## src/rtl/fetch_stage.sv

```systemverilog
// Instruction fetch stage: owns the PC, issues single-word I-cache reads and
// presents one instruction (or a NOP bubble) per cycle to the IF/ID register.
module fetch_stage #(
  parameter logic [31:0] BOOT_PC = 32'h0000_1000,
  parameter logic [31:0] NOP     = 32'h0000_0013
) (
  input  logic        clk,
  input  logic        reset,
  input  logic        in_exception_redirect,
  input  logic [31:0] in_exception_target,
  input  logic        in_branch_taken,
  input  logic [31:0] in_branch_target,
  input  logic        in_IFID_write_disable,
  input  logic        in_d_cache_stall,
  input  logic        in_supervisor_mode,
  output logic        out_icache_req,
  output logic [31:0] out_icache_addr,
  input  logic        in_icache_valid,
  input  logic [31:0] in_icache_data,
  input  logic        in_icache_error,
  output logic [31:0] out_instruction,
  output logic [31:0] out_PC,
  output logic [2:0]  out_exception_vector,
  output logic        out_i_cache_stall,
  output logic        out_supervisor_mode,
  output logic [1:0]  out_fsm_state
);

  typedef enum logic [1:0] {
    FETCH     = 2'd0,
    MISS_WAIT = 2'd1,
    DISCARD   = 2'd2
  } state_e;

  state_e      state_q, state_d;
  logic [31:0] pc_q, pc_d;
  logic        sup_q, sup_d;

  logic        misaligned;
  logic        redirect;
  logic [31:0] redirect_target;
  logic        hold;
  logic        pc_update;

  // Cache handshake: out_icache_req asks for the word at out_icache_addr; the
  // cache answers with in_icache_valid in the same cycle (hit) or a later one
  // (miss), during which the request and address stay stable. There is no
  // ready back-pressure; in_icache_error is meaningful only with valid.

  assign misaligned      = (pc_q[1:0] != 2'b00);
  assign redirect        = in_exception_redirect | in_branch_taken;
  assign redirect_target = in_exception_redirect ? in_exception_target : in_branch_target;
  assign hold            = in_IFID_write_disable | in_d_cache_stall
                         | out_i_cache_stall | misaligned;
  assign pc_update       = redirect | ~hold;

  // State register
  always_ff @(posedge clk or posedge reset) begin
    if (reset) begin
      state_q <= FETCH;
    end else begin
      state_q <= state_d;
    end
  end

  // Next-state logic
  always_comb begin
    state_d = state_q;
    case (state_q)
      FETCH: begin
        // A miss launched in a redirect cycle still owes a response; drop it.
        if (!misaligned && !in_icache_valid) begin
          state_d = redirect ? DISCARD : MISS_WAIT;
        end
      end
      MISS_WAIT: begin
        if (in_icache_valid) begin
          state_d = FETCH;
        end else if (redirect) begin
          state_d = DISCARD;
        end
      end
      DISCARD: begin
        if (in_icache_valid) begin
          state_d = FETCH;
        end
      end
      default: state_d = FETCH;
    endcase
  end

  // Output logic
  always_comb begin
    out_icache_req       = 1'b0;
    out_instruction      = NOP;
    out_i_cache_stall    = 1'b0;
    out_exception_vector = 3'b000;
    case (state_q)
      FETCH: begin
        if (misaligned) begin
          out_exception_vector = 3'b001;
        end else begin
          out_icache_req = 1'b1;
          if (in_icache_valid) begin
            out_instruction      = in_icache_data;
            out_exception_vector = {1'b0, in_icache_error, 1'b0};
          end else begin
            out_i_cache_stall = 1'b1;
          end
        end
      end
      MISS_WAIT: begin
        out_icache_req = 1'b1;
        if (in_icache_valid) begin
          out_instruction      = in_icache_data;
          out_exception_vector = {1'b0, in_icache_error, 1'b0};
        end else begin
          out_i_cache_stall = 1'b1;
        end
      end
      DISCARD: begin
        out_i_cache_stall = 1'b1;
      end
      default: begin
        out_i_cache_stall = 1'b1;
      end
    endcase
  end

  // Next PC: exception > branch > hold > sequential (wraps modulo 2^32)
  always_comb begin
    pc_d = pc_q;
    if (in_exception_redirect) begin
      pc_d = in_exception_target;
    end else if (in_branch_taken) begin
      pc_d = in_branch_target;
    end else if (!hold) begin
      pc_d = pc_q + 32'd4;
    end
  end

  always_comb begin
    sup_d = sup_q;
    if (pc_update) begin
      sup_d = in_supervisor_mode;
    end
  end

  always_ff @(posedge clk or posedge reset) begin
    if (reset) begin
      pc_q  <= BOOT_PC;
      sup_q <= 1'b1;
    end else begin
      pc_q  <= pc_d;
      sup_q <= sup_d;
    end
  end

  assign out_PC              = pc_q;
  assign out_icache_addr     = pc_q;
  assign out_supervisor_mode = sup_q;
  assign out_fsm_state       = state_q;

  // Redirect target mux is only consulted when a redirect is present.
  logic unused_target;
  assign unused_target = ^redirect_target & 1'b0;

endmodule

```

## config.mk

```make
export PLATFORM = sky130hd
export DESIGN_NAME = fetch_stage
export DESIGN_NICKNAME = d
export VERILOG_FILES = /design/src/rtl/fetch_stage.sv
export SDC_FILE = /design/constraint.sdc
export NUM_CORES = 1
export LEC_CHECK = 0
export CORE_MARGIN = 3
export CORE_UTILIZATION = 36
export DETAILED_ROUTE_END_ITERATION = 7
export PLACE_DENSITY = 0.82
export SYNTH_ARGS = -nofsm -noshare
export SYNTH_HDL_FRONTEND = slang
export SYNTH_SLANG_ARGS = --single-unit
export TNS_END_PERCENT = 20
```

## constraint.sdc

```tcl
create_clock -name clk -period 2.72 [get_ports clk]
set_clock_uncertainty 0.1 [all_clocks]
set_input_delay 0.544 -clock clk [delete_from_list [all_inputs] [get_ports clk]]
set_output_delay 0.544 -clock clk [all_outputs]
set_load 0.02 [all_outputs]
```

==> results of run 1 <==
==> stage by stage <==
stage          total power (uW)  TNS [ns]  hold WS (ns)  util, %
2_1_floorplan              1170         0         0.387        -
3_5_place_dp               1620     -3.88         0.358     63.0
4_1_cts                    1970         0         0.368     63.5
3_3_place_gp               1600     -1.88         0.345     63.0
6_report                   1960         0         0.364     63.5
5_1_grt                    2070         0         0.398     63.5
==> path summary, 6_finish.rpt <==
| kind | startpoint | end | slack [ns] | cells after the start |
|---|---|---|---|---|
| hold reg to reg | out_supervisor_mode | out_supervisor_mode | 0.36 | 2 |
| max in group asynchronous | reset | out_supervisor_mode | 1.59 | 3 |
| setup reg to reg | out_PC[2] | out_PC[30] | 0.53 | 7 |
| setup / recovery | out_PC[1] | out_icache_req | 0.09 | 5 |
| hold / removal | out_supervisor_mode | out_supervisor_mode | 0.36 | 2 |
| min in group asynchronous | reset | out_PC[0] | 0.56 | 3 |
==> power breakdown <==
| group | total (uW) | switching [uW] | leakage, uW | internal (uW) |
|---|---|---|---|---|
| clock | 370 | 193 | 0.0000383 | 177 |
| combinational | 907 | 439 | 0.00179 | 469 |
| sequential | 681 | 105 | 0.000416 | 576 |
==> state kept, by name (all words and copies together), names as in the netlist <==
signal / count
out_PC: 32
out_fsm_state: 2
out_supervisor_mode: 1
==> final cells by class <==
class	instances	area, um^2
fillers	688	2910
clock buffers	7	76.3
well taps	102	128
multi-input cells	276	1750
inverters	11	41.3
flip-flops and latches	35	878
repair buffers	227	2190
==> critical path: stages, from the launching register on <==
cell                              delay [ns]
sky130_fd_sc_hd__dfrtp_1                0.42
sky130_fd_sc_hd__nor2_1                 0.20
sky130_fd_sc_hd__nor2_1                 0.09
sky130_fd_sc_hd__nor2_1                 0.12
sky130_fd_sc_hd__buf_6                  0.22
sky130_fd_sc_hd__clkdlybuf4s50_1        0.65
==> synth_stat cells (8+ instances only) <==
| cell type | instances |
|---|---|
| sky130_fd_sc_hd__xnor2_1 | 10 |
| sky130_fd_sc_hd__and2_1 | 8 |
| sky130_fd_sc_hd__inv_1 | 10 |
| sky130_fd_sc_hd__nand3_1 | 14 |
| sky130_fd_sc_hd__mux2i_1 | 10 |
| sky130_fd_sc_hd__dfrtp_1 | 33 |
| sky130_fd_sc_hd__xor2_1 | 10 |
| sky130_fd_sc_hd__and3_1 | 33 |
| sky130_fd_sc_hd__clkbuf_1 | 20 |
| sky130_fd_sc_hd__o21ai_0 | 17 |
| sky130_fd_sc_hd__buf_4 | 34 |
| sky130_fd_sc_hd__nand2_1 | 36 |
| sky130_fd_sc_hd__a21oi_1 | 29 |
| sky130_fd_sc_hd__nand4_1 | 11 |
| sky130_fd_sc_hd__nor2_1 | 23 |
==> per-layer routing <==
layer  share of wire [%]  up-vias
met5                   0        -
met4                0.80        0
li1                    -     1693
met3                 7.1       10
met2                  52      149
met1                  40     1715
==> cells by family (layout without fill, tap and decap cells) <==
kind of cell	Yosys count	after routing	synth area share (%)
multiplexers	10	10	3.29
buffers and inverters	70	245	13.6
other	1	1	0.123
AO/OA/AOI/OAI	90	90	19.3
flip-flops	35	35	28.9
AND/OR/NAND/NOR	154	154	28.7
XOR/XNOR	20	20	5.76
adder cells (fa/ha/maj)	1	1	0.411
==> results_tabular.tex, run 1 <==
\begin{tabular}{lr}
\hline
Metric & Value \\
\hline
\multicolumn{2}{l}{\textbf{Logic synthesis}} \\
Ys flop type & sky130\_fd\_sc\_hd\_\_dfrtp\_1 \\
Post-synthesis cell area & 3040 um\^{}2 \\
Number of flip-flops and latches in the synthesized netlist & 35 \\
Dominant cell type by area after synthesis & sky130\_fd\_sc\_hd\_\_dfrtp\_1 \\
Proportion of netlist area held by the largest area contributor & 27.1\% \\
Sequential fraction of the synthesis area & 28.9\% \\
Top cells by area, synth & sky130\_fd\_sc\_hd\_\_dfrtp\_1 27\%, sky130\_fd\_sc\_hd\_\_buf\_4 8.4\%, sky130\_fd\_sc\_hd\_\_and3\_1 6.8\% \\
Synth unique cells & 55 \\
Syn. warnings & 0 \\
Cell count after synthesis & 381 \\
Post-synth ARST share & 100\% \\
Per-instance average area after synthesis & 7.98 um\^{}2 \\
Net Count, Synth & 487 \\
Number of enable-type register cells in the synthesized netlist & 0 \\
\multicolumn{2}{l}{\textbf{Route}} \\
Length of the first detailed-routing pass in iterations & 6 \\
Routed wire per std cell & 18.2 um \\
Via density & 5.42 \\
Iteration-0 DRC count of the detailed router & 199 \\
Wire length after detailed routing & 12,000 um \\
Remaining antenna violation count after routing & 0 \\
Via count of the routed design & 3,567 \\
DRC violations left & 0 \\
\multicolumn{2}{l}{\textbf{Die}} \\
Floorplan row count & 32 \\
Die area & 9590 um\^{}2 \\
Initial Util & 38.2\% \\
Number of I/O pins & 209 \\
Area of the placeable core & 7970 um\^{}2 \\
Die X-Extent & 97.9 um \\
Vertical die dimension & 97.9 um \\
\multicolumn{2}{l}{\textbf{STA}} \\
Worst-margin pin slew & 0.604 ns \\
Share of the clock period used by the worst path & 96.8\% \\
Setup repair after global routing missed its margin & no \\
Final worst-path setup slack & 0.0861 ns \\
Post-layout min period & 2.63 ns \\
Fmax & 0.380 GHz \\
Pins over their slew limit & 0 \\
Remaining max-slew budget at the tightest pin & 59.7\% \\
Count of endpoints failing hold in the final timing report & 0 \\
Final Setup Violations & 0 \\
\multicolumn{2}{l}{\textbf{CTS}} \\
H-tree depth & 2 \\
Hold-fix buffers at CTS & 0 \\
CTS buffer count & 5 \\
Setup Buffers After CTS & 0 \\
Clock network latency to the later pin of the worst-skew pair & 0.29 ns \\
TritonCTS clock tree & built \\
Clock Tree Buf Depth & 2 \\
Worst-path clk slew & 0.07 ns \\
Clock root buffer & sky130\_fd\_sc\_hd\_\_clkbuf\_8 \\
Post-CTS resize count & 35 \\
Number of sinks handled by clock tree synthesis & 35 \\
\multicolumn{2}{l}{\textbf{Finish}} \\
NumNets Final & 662 \\
Post-layout instance count excluding filler cells & 658 \\
Layout cell share with drive strength beyond 1 & 8.09\% \\
Highest-count cells in the layout ignoring fill and taps & 171 x sky130\_fd\_sc\_hd\_\_clkdlybuf4s50\_1, 36 x sky130\_fd\_sc\_hd\_\_nand2\_1, 34 x sky130\_fd\_sc\_hd\_\_dlygate4sd2\_1 \\
Most common library cell in the layout ignoring fill and taps & sky130\_fd\_sc\_hd\_\_clkdlybuf4s50\_1 \\
Number of antenna diodes & 0 \\
Area growth from synthesis to final layout & 66.3\% \\
Final instance area & 5060 um\^{}2 \\
\multicolumn{2}{l}{\textbf{GRT}} \\
Number of global-route vias before repair & 3,580 \\
Maximum number of pins on one net before global-route repair & 51 \\
Routing usage on met1 & 31.7\% \\
Initial antenna violation count & 0 \\
Total congestion overflow after global routing & 0 \\
Busiest layer in global routing & met2 \\
GR Layer Usage met3 & 5.21\% \\
Met2 Usage GRT & 43.2\% \\
GRT Overall Usage & 24.7\% \\
Wire length of the first global-routing pass & 19,300 um \\
\multicolumn{2}{l}{\textbf{Placement}} \\
Last weighted congestion value of the routability-driven placer & 0.908 \\
Area of placed instances & 5020 um\^{}2 \\
Post-detailed-placement half-perimeter wirelength & 9420 um \\
Post-Place Cells & 651 \\
Number of input and output port buffers inserted & 207 \\
Worst setup slack before clock tree synthesis & -0.183 ns \\
\multicolumn{2}{l}{\textbf{Worst setup path}} \\
Capturing element type of the critical path & output port \\
Critical Path Fanout Max & 33 \\
Arrival @ worst endpoint & 1.99 ns \\
Startpoint-to-endpoint class of the critical path & register to output port \\
CP required & 2.08 ns \\
Crit start category & register \\
\multicolumn{2}{l}{\textbf{Power and ir drop}} \\
Power density over cell area & 387 nW/um\^{}2 \\
IR Drop Worst-Case VDD & 200 uV \\
Static leakage & 0.00224 uW \\
\multicolumn{2}{l}{\textbf{Min path}} \\
Hold Path Class & register to register \\
\multicolumn{2}{l}{\textbf{Job}} \\
Max-cap violations & 0 \\
\multicolumn{2}{l}{\textbf{Run status}} \\
Status & complete, no violations \\
\hline
\end{tabular}
Note: power is estimated with default switching activity, not from simulation.
==> run 2: changes to the inputs <==
Settings changed: GPL_TIMING_DRIVEN from default to 0.
==> results_tabular.tex, run 2 (synthesis results as in run 1) <==
\begin{tabular}{lr}
\hline
Metric & Value \\
\hline
\multicolumn{2}{l}{\textbf{Run status}} \\
Status & complete, no violations \\
\multicolumn{2}{l}{\textbf{GRT}} \\
Wire length of the first global-routing pass & 20,500 um (+6.0\%) \\
Maximum number of pins on one net before global-route repair & 36 (-29\%) \\
Total congestion overflow after global routing & 0 (unchanged) \\
Number of global-route vias before repair & 3,868 (+8.0\%) \\
Initial antenna violation count & 0 (unchanged) \\
GRT Overall Usage & 26.1\% (+1.4 points) \\
\multicolumn{2}{l}{\textbf{STA}} \\
Share of the clock period used by the worst path & 99.7\% (+2.8 points) \\
Final Setup Violations & 0 (unchanged) \\
Count of endpoints failing hold in the final timing report & 0 (unchanged) \\
Remaining max-slew budget at the tightest pin & 48.5\% (-11 points) \\
Worst-margin pin slew & 0.771 ns (+0.167 ns) \\
Post-layout min period & 2.71 ns (+0.0774 ns) \\
Final worst-path setup slack & 0.00869 ns (-0.0774 ns) \\
Setup repair after global routing missed its margin & yes \\
Fmax & 0.369 GHz (-2.9\%) \\
Pins over their slew limit & 0 (unchanged) \\
\multicolumn{2}{l}{\textbf{Route}} \\
Routed wire per std cell & 18.5 um (+1.7\%) \\
Via count of the routed design & 3,786 (+6.1\%) \\
DRC violations left & 0 (unchanged) \\
Wire length after detailed routing & 13,000 um (+8.1\%) \\
Via density & 5.42 (about the same) \\
Length of the first detailed-routing pass in iterations & 5 (-1) \\
Remaining antenna violation count after routing & 0 (unchanged) \\
Iteration-0 DRC count of the detailed router & 202 (+1.5\%) \\
\multicolumn{2}{l}{\textbf{Finish}} \\
Layout cell share with drive strength beyond 1 & 15.4\% (+7.3 points) \\
Final Core Density & 66.1\% (+2.6 points) \\
Highest-count cells in the layout ignoring fill and taps & 170 x sky130\_fd\_sc\_hd\_\_clkdlybuf4s50\_1, 37 x sky130\_fd\_sc\_hd\_\_buf\_4, 36 x sky130\_fd\_sc\_hd\_\_nand2\_1 \\
Max reg flops & 32 (unchanged) \\
Fill cell total of the finished layout & 674 (-2.0\%) \\
NumNets Final & 702 (+6.0\%) \\
Area growth from synthesis to final layout & 73.2\% \\
Number of antenna diodes & 0 (unchanged) \\
Final instance area & 5270 um\^{}2 (+4.1\%) \\
Most common library cell in the layout ignoring fill and taps & sky130\_fd\_sc\_hd\_\_clkdlybuf4s50\_1 \\
\multicolumn{2}{l}{\textbf{Worst setup path}} \\
CP required & 2.08 ns (about the same) \\
Critical Path Fanout Max & 10 (-70\%) \\
Capturing element type of the critical path & output port \\
Worst setup slack for register-to-register paths & 0.33 ns (-0.20 ns) \\
Arrival @ worst endpoint & 2.07 ns (+0.08 ns) \\
Cells on worst reg2reg path & 6 (-1) \\
Crit start category & register \\
R2r endpoint & out\_PC[30] \\
Worst R2R Start & out\_PC[2] \\
Startpoint-to-endpoint class of the critical path & register to output port \\
\multicolumn{2}{l}{\textbf{Die}} \\
Floorplan row count & 32 (unchanged) \\
Area of the placeable core & 7970 um\^{}2 (unchanged) \\
Die area & 9590 um\^{}2 (unchanged) \\
Die X-Extent & 97.9 um (unchanged) \\
Vertical die dimension & 97.9 um (unchanged) \\
Initial Util & 38.2\% (unchanged) \\
Number of I/O pins & 209 (unchanged) \\
\multicolumn{2}{l}{\textbf{Power and ir drop}} \\
Power spent charging and discharging nets & 777 uW (+5.5\%) \\
Sequential Power Share & 32.6\% (-2.2 points) \\
Clk pwr share & 19.3\% (+0.4 points) \\
Static leakage & 0.00235 uW (+4.9\%) \\
IR Drop Worst-Case VDD & 236 uV (+18\%) \\
Power density over cell area & 397 nW/um\^{}2 (+2.5\%) \\
Sw Ratio & 37.2\% (-0.43 points) \\
Internal power summed over all cells & 1310 uW (+7.5\%) \\
Combinational Power Share & 48.1\% (+1.8 points) \\
\multicolumn{2}{l}{\textbf{Placement}} \\
Number of input and output port buffers inserted & 205 (-0.97\%) \\
Post-detailed-placement half-perimeter wirelength & 10,200 um (+8.7\%) \\
Area of placed instances & 5220 um\^{}2 (+4.0\%) \\
Last weighted congestion value of the routability-driven placer & 0.902 (-0.76\%) \\
Worst setup slack before clock tree synthesis & -0.342 ns (-0.159 ns) \\
\multicolumn{2}{l}{\textbf{CTS}} \\
H-tree depth & 2 (unchanged) \\
Number of sinks handled by clock tree synthesis & 35 (unchanged) \\
Clock Tree Buf Depth & 2 (unchanged) \\
Clock root buffer & sky130\_fd\_sc\_hd\_\_clkbuf\_8 \\
Worst-path clk slew & 0.07 ns (about the same) \\
Clock network latency to the later pin of the worst-skew pair & 0.29 ns (about the same) \\
TritonCTS clock tree & built \\
CTS buffer count & 5 (unchanged) \\
\multicolumn{2}{l}{\textbf{Min path}} \\
Worst hold start & out\_supervisor\_mode \\
End point of the most critical hold path & out\_supervisor\_mode \\
Hold Path Class & register to register \\
Hold Path Depth & 2 (unchanged) \\
\multicolumn{2}{l}{\textbf{Job}} \\
Max-cap violations & 0 (unchanged) \\
\hline
\end{tabular}
run 2: cell types whose count changed in the layout (fill, tap and decap cells not counted), moves of 4 or more:
| cell | previous run | this run |
|---|---|---|
| sky130_fd_sc_hd__buf_4 | 18 | 37 |
| sky130_fd_sc_hd__dlymetal6s2s_1 | 0 | 4 |
| sky130_fd_sc_hd__clkbuf_1 | 2 | 16 |
| sky130_fd_sc_hd__dlygate4sd2_1 | 34 | 11 |
| sky130_fd_sc_hd__clkbuf_2 | 0 | 20 |
run 2: timing repair:
item | CTS | global route
hold buffers | 0 | 0
resized for setup | 41 | 41
pin swaps | 0 | 1
setup buffers | 0 | 3
setup endpoints to repair | 35 | 31
run 2: routing by layer:
layer,GRT usage [%],part of all wire (%),vias up
li1,-,-,1777
met1,34.7,41,1810
met2,44.9,50,175
met3,3.86,6.9,24
met4,5.86,1.9,0
met5,0,0,-
run 2: power by group through the flow:
stage	Sequential (uW)	Combinational [uW]	Clock (uW)
2_1_floorplan	729	440	0
3_3_place_gp	683	990	0
3_5_place_dp	687	1010	0
4_1_cts	679	999	405
5_1_grt	693	1070	431
6_report	682	1000	404
run 2: area by class of cell:
cell class	count	area, um^2	area share [%]
clock buffers	7	86.3	1.64
multi-input cells	276	1760	33.4
clock inverters	1	5.00	0.0950
plain buffers	59	384	7.29
flip-flops and latches	35	878	16.7
inverters	11	41.3	0.784
repair buffers	208	1990	37.7
well taps	102	128	2.42
run 2: critical path, stage by stage (launching register included):
cell and delay (ns):
sky130_fd_sc_hd__dfrtp_1 0.45, sky130_fd_sc_hd__nor2_4 0.22, sky130_fd_sc_hd__nor2_1 0.10, sky130_fd_sc_hd__nor2_2 0.20
sky130_fd_sc_hd__buf_4 0.14, sky130_fd_sc_hd__clkbuf_4 0.17, sky130_fd_sc_hd__and3_1 0.18, sky130_fd_sc_hd__clkdlybuf4s15_1 0.33
run 2: through the flow:
| step | total power [uW] | hold slack [ns] | cells | TNS [ns] |
|---|---|---|---|---|
| floorplan | 1170 | 0.387 | 381 | 0 |
| global route | 2190 | 0.395 | 699 | -0.266 |
| detailed placement | 1690 | 0.359 | 688 | -10.59 |
| CTS | 2080 | 0.370 | 696 | -0.182 |
| global placement | 1670 | 0.345 | 688 | -7.76 |
| finish | 2090 | 0.369 | 699 | 0 |
run 2: how the worst max path moves through the flow:
| stage | from | end | depth (start not counted) |
|---|---|---|---|
| after global routing | out_PC[1] | out_instruction[31] | 7 |
| after detailed placement | out_PC[1] | out_instruction[31] | 6 |
| after floorplan | out_PC[1] | out_instruction[10] | 5 |
| after CTS | out_PC[1] | out_instruction[10] | 6 |
| final | out_PC[1] | out_instruction[31] | 7 |
| after global placement | in_icache_valid | out_instruction[18] | 4 |
==> run 3: changes to the inputs <==
Settings changed: CORE_ASPECT_RATIO from default to 1.4.
==> results_tabular.tex, run 3 (synthesis results as in run 1) <==
\begin{tabular}{lr}
\hline
Metric & Value \\
\hline
\multicolumn{2}{l}{\textbf{Route}} \\
Top layer in use & met4 \\
Via count of the routed design & 3,911 (+3.3\%) \\
Wire length after detailed routing & 13,800 um (+6.5\%) \\
Routed wire per std cell & 19.8 um (+6.6\%) \\
Iteration-0 DRC count of the detailed router & 373 (+85\%) \\
Via density & 5.60 (+3.4\%) \\
Met1 Wirelength & 4920 um (-8.3\%) \\
Met2 Routed Length & 7010 um (+8.5\%) \\
DR WL met3 & 1550 um (+75\%) \\
DRC violations left & 0 (unchanged) \\
Length of the first detailed-routing pass in iterations & 8 (+3) \\
Remaining antenna violation count after routing & 0 (unchanged) \\
\multicolumn{2}{l}{\textbf{STA}} \\
Hold WS & 0.366 ns (-0.00310 ns) \\
Fmax & 0.382 GHz (+3.5\%) \\
Pins over their slew limit & 0 (unchanged) \\
Count of endpoints failing hold in the final timing report & 0 (unchanged) \\
Worst-margin pin slew & 0.801 ns (+0.0295 ns) \\
Remaining max-slew budget at the tightest pin & 46.5\% (-2.0 points) \\
Sum Neg Setup Slack & 0 ns (unchanged) \\
Post-layout min period & 2.62 ns (-0.0923 ns) \\
Final Setup Violations & 0 (unchanged) \\
Share of the clock period used by the worst path & 96.3\% (-3.4 points) \\
\multicolumn{2}{l}{\textbf{Worst setup path}} \\
Arrival @ worst endpoint & 2.66 ns (+0.59 ns) \\
Most prevalent standard cell on the critical path & sky130\_fd\_sc\_hd\_\_buf\_2 \\
Worst setup slack for register-to-register paths & 0.25 ns (-0.08 ns) \\
Startpoint-to-endpoint class of the critical path & input pin to register \\
Worst R2R Start & out\_fsm\_state[1] \\
Largest stage delay on the critical path & 0.57 ns (+0.12 ns) \\
Slowest stage cell, crit path & sky130\_fd\_sc\_hd\_\_nor4b\_2 \\
CP required & 2.76 ns (+0.68 ns) \\
Critical Path Fanout Max & 10 (unchanged) \\
Cells on worst reg2reg path & 6 (unchanged) \\
Ordered cell list for the critical path & clkdlybuf4s50\_1 > nor4b\_2 > nand2\_1 > buf\_2 > buf\_2 > nor2\_1 > a21oi\_1 \\
Crit start category & input pin \\
R2r endpoint & out\_PC[26] \\
Capturing element type of the critical path & register \\
\multicolumn{2}{l}{\textbf{Finish}} \\
Fill cell total of the finished layout & 675 (+0.15\%) \\
Highest-count cells in the layout ignoring fill and taps & 170 x sky130\_fd\_sc\_hd\_\_clkdlybuf4s50\_1, 36 x sky130\_fd\_sc\_hd\_\_nand2\_1, 36 x sky130\_fd\_sc\_hd\_\_buf\_4 \\
Layout cell share with drive strength beyond 1 & 14.1\% (-1.3 points) \\
Max reg flops & 32 (unchanged) \\
NumNets Final & 701 (-0.14\%) \\
Number of antenna diodes & 0 (unchanged) \\
Most common library cell in the layout ignoring fill and taps & sky130\_fd\_sc\_hd\_\_clkdlybuf4s50\_1 \\
Area growth from synthesis to final layout & 77.0\% \\
Final instance area & 5380 um\^{}2 (+2.2\%) \\
Post-layout instance count excluding filler cells & 698 (-0.14\%) \\
\multicolumn{2}{l}{\textbf{CTS}} \\
Clock network latency to the later pin of the worst-skew pair & 0.28 ns (about the same) \\
Clock root buffer & sky130\_fd\_sc\_hd\_\_clkbuf\_16 \\
CTS buffer count & 5 (unchanged) \\
TritonCTS clock tree & built \\
H-tree depth & 2 (unchanged) \\
Clock Tree Buf Depth & 2 (unchanged) \\
Number of sinks handled by clock tree synthesis & 35 (unchanged) \\
Worst-path clk slew & 0.06 ns (about the same) \\
\multicolumn{2}{l}{\textbf{Run status}} \\
Status & complete, no violations \\
\multicolumn{2}{l}{\textbf{GRT}} \\
Wire length of the first global-routing pass & 21,000 um (+2.7\%) \\
GRT Overall Usage & 27.6\% (+1.5 points) \\
Initial antenna violation count & 0 (unchanged) \\
Total congestion overflow after global routing & 0 (unchanged) \\
Number of global-route vias before repair & 3,789 (-2.0\%) \\
Maximum number of pins on one net before global-route repair & 36 (unchanged) \\
\multicolumn{2}{l}{\textbf{Die}} \\
Initial Util & 37.1\% (-1.1 points) \\
Vertical die dimension & 115 um (+17\%) \\
Area of the placeable core & 8200 um\^{}2 (+2.9\%) \\
Die area & 9600 um\^{}2 (+0.16\%) \\
Number of I/O pins & 209 (unchanged) \\
Floorplan row count & 39 (+22\%) \\
Die X-Extent & 83.7 um (-15\%) \\
\multicolumn{2}{l}{\textbf{Power and ir drop}} \\
Power density over cell area & 442 nW/um\^{}2 (+11\%) \\
IR Drop Worst-Case VDD & 280 uV (+19\%) \\
Static leakage & 0.00243 uW (+3.1\%) \\
\multicolumn{2}{l}{\textbf{Placement}} \\
Post-Place Cells & 688 (unchanged) \\
Last weighted congestion value of the routability-driven placer & 0.930 (+3.2\%) \\
Number of input and output port buffers inserted & 205 (unchanged) \\
Post-detailed-placement half-perimeter wirelength & 10,800 um (+5.1\%) \\
Area of placed instances & 5220 um\^{}2 (unchanged) \\
\multicolumn{2}{l}{\textbf{Job}} \\
Max-cap violations & 0 (unchanged) \\
\multicolumn{2}{l}{\textbf{Min path}} \\
End point of the most critical hold path & out\_supervisor\_mode \\
Worst hold start & out\_supervisor\_mode \\
Hold Path Depth & 2 (unchanged) \\
Hold Path Class & register to register \\
\hline
\end{tabular}
==> run 3: worst max-delay path: cells and delay by family <==
family          cells  cell delay [ns]
simple gates        3             1.08
buf+inv             3             0.90
compound gates      1             0.13
==> run 3: per-stage QoR <==
stage	worst slack, ns	util, %	total power, uW
3_5_place_dp	-0.349	63.7	1700
4_1_cts	-0.104	65.6	2370
6_report	0.101	65.7	2380
2_1_floorplan	0.360	-	1170
3_3_place_gp	-0.336	63.7	1680
5_1_grt	-0.0150	65.7	2480
==> run 3: where the power goes <==
part           switching, uW  leakage, uW  internal (uW)  total [uW]
registers                112     0.000416            577         689
logic                    474      0.00192            532        1010
clock network            229    0.0000868            456         685
total                    815      0.00243           1560        2380
==> run 3: metal layers <==
metal  track usage (%)  vias up
li1                  -     1773
met1              31.1     1826
met2              49.3      281
met3              9.68       31
met4              7.94        0
met5                 0        -
==> run 3: cell type report <==
cell class	count	area (um^2)	share of cell area [%]
buffer	59	383	7.11
inverter	11	41.3	0.767
tap	102	128	2.37
sequential	35	878	16.3
clock inverter	2	35.0	0.651
timing repair buffer	207	2020	37.5
multi-input combinational	276	1760	32.7
clock buffer	6	139	2.58
==> run 3: worst max-delay path by stage <==
stage / end / from / slack [ns]
4_1_cts: out_instruction[23] / out_PC[1] / -0.10
3_3_place_gp: out_PC[26] / in_icache_valid / -0.34
3_5_place_dp: out_PC[26] / in_icache_valid / -0.35
2_1_floorplan: out_instruction[10] / out_PC[1] / 0.36
6_report: out_PC[26] / in_d_cache_stall / 0.10
5_1_grt: out_instruction[28] / out_PC[1] / -0.01
==> run 3: repair_timing <==
| item | CTS | global route |
|---|---|---|
| pin swaps | 0 | 1 |
| endpoints found under the setup margin | 40 | 12 |
| resized for setup | 42 | 22 |
| setup buffers | 0 | 2 |
| hold buffers | 0 | 0 |
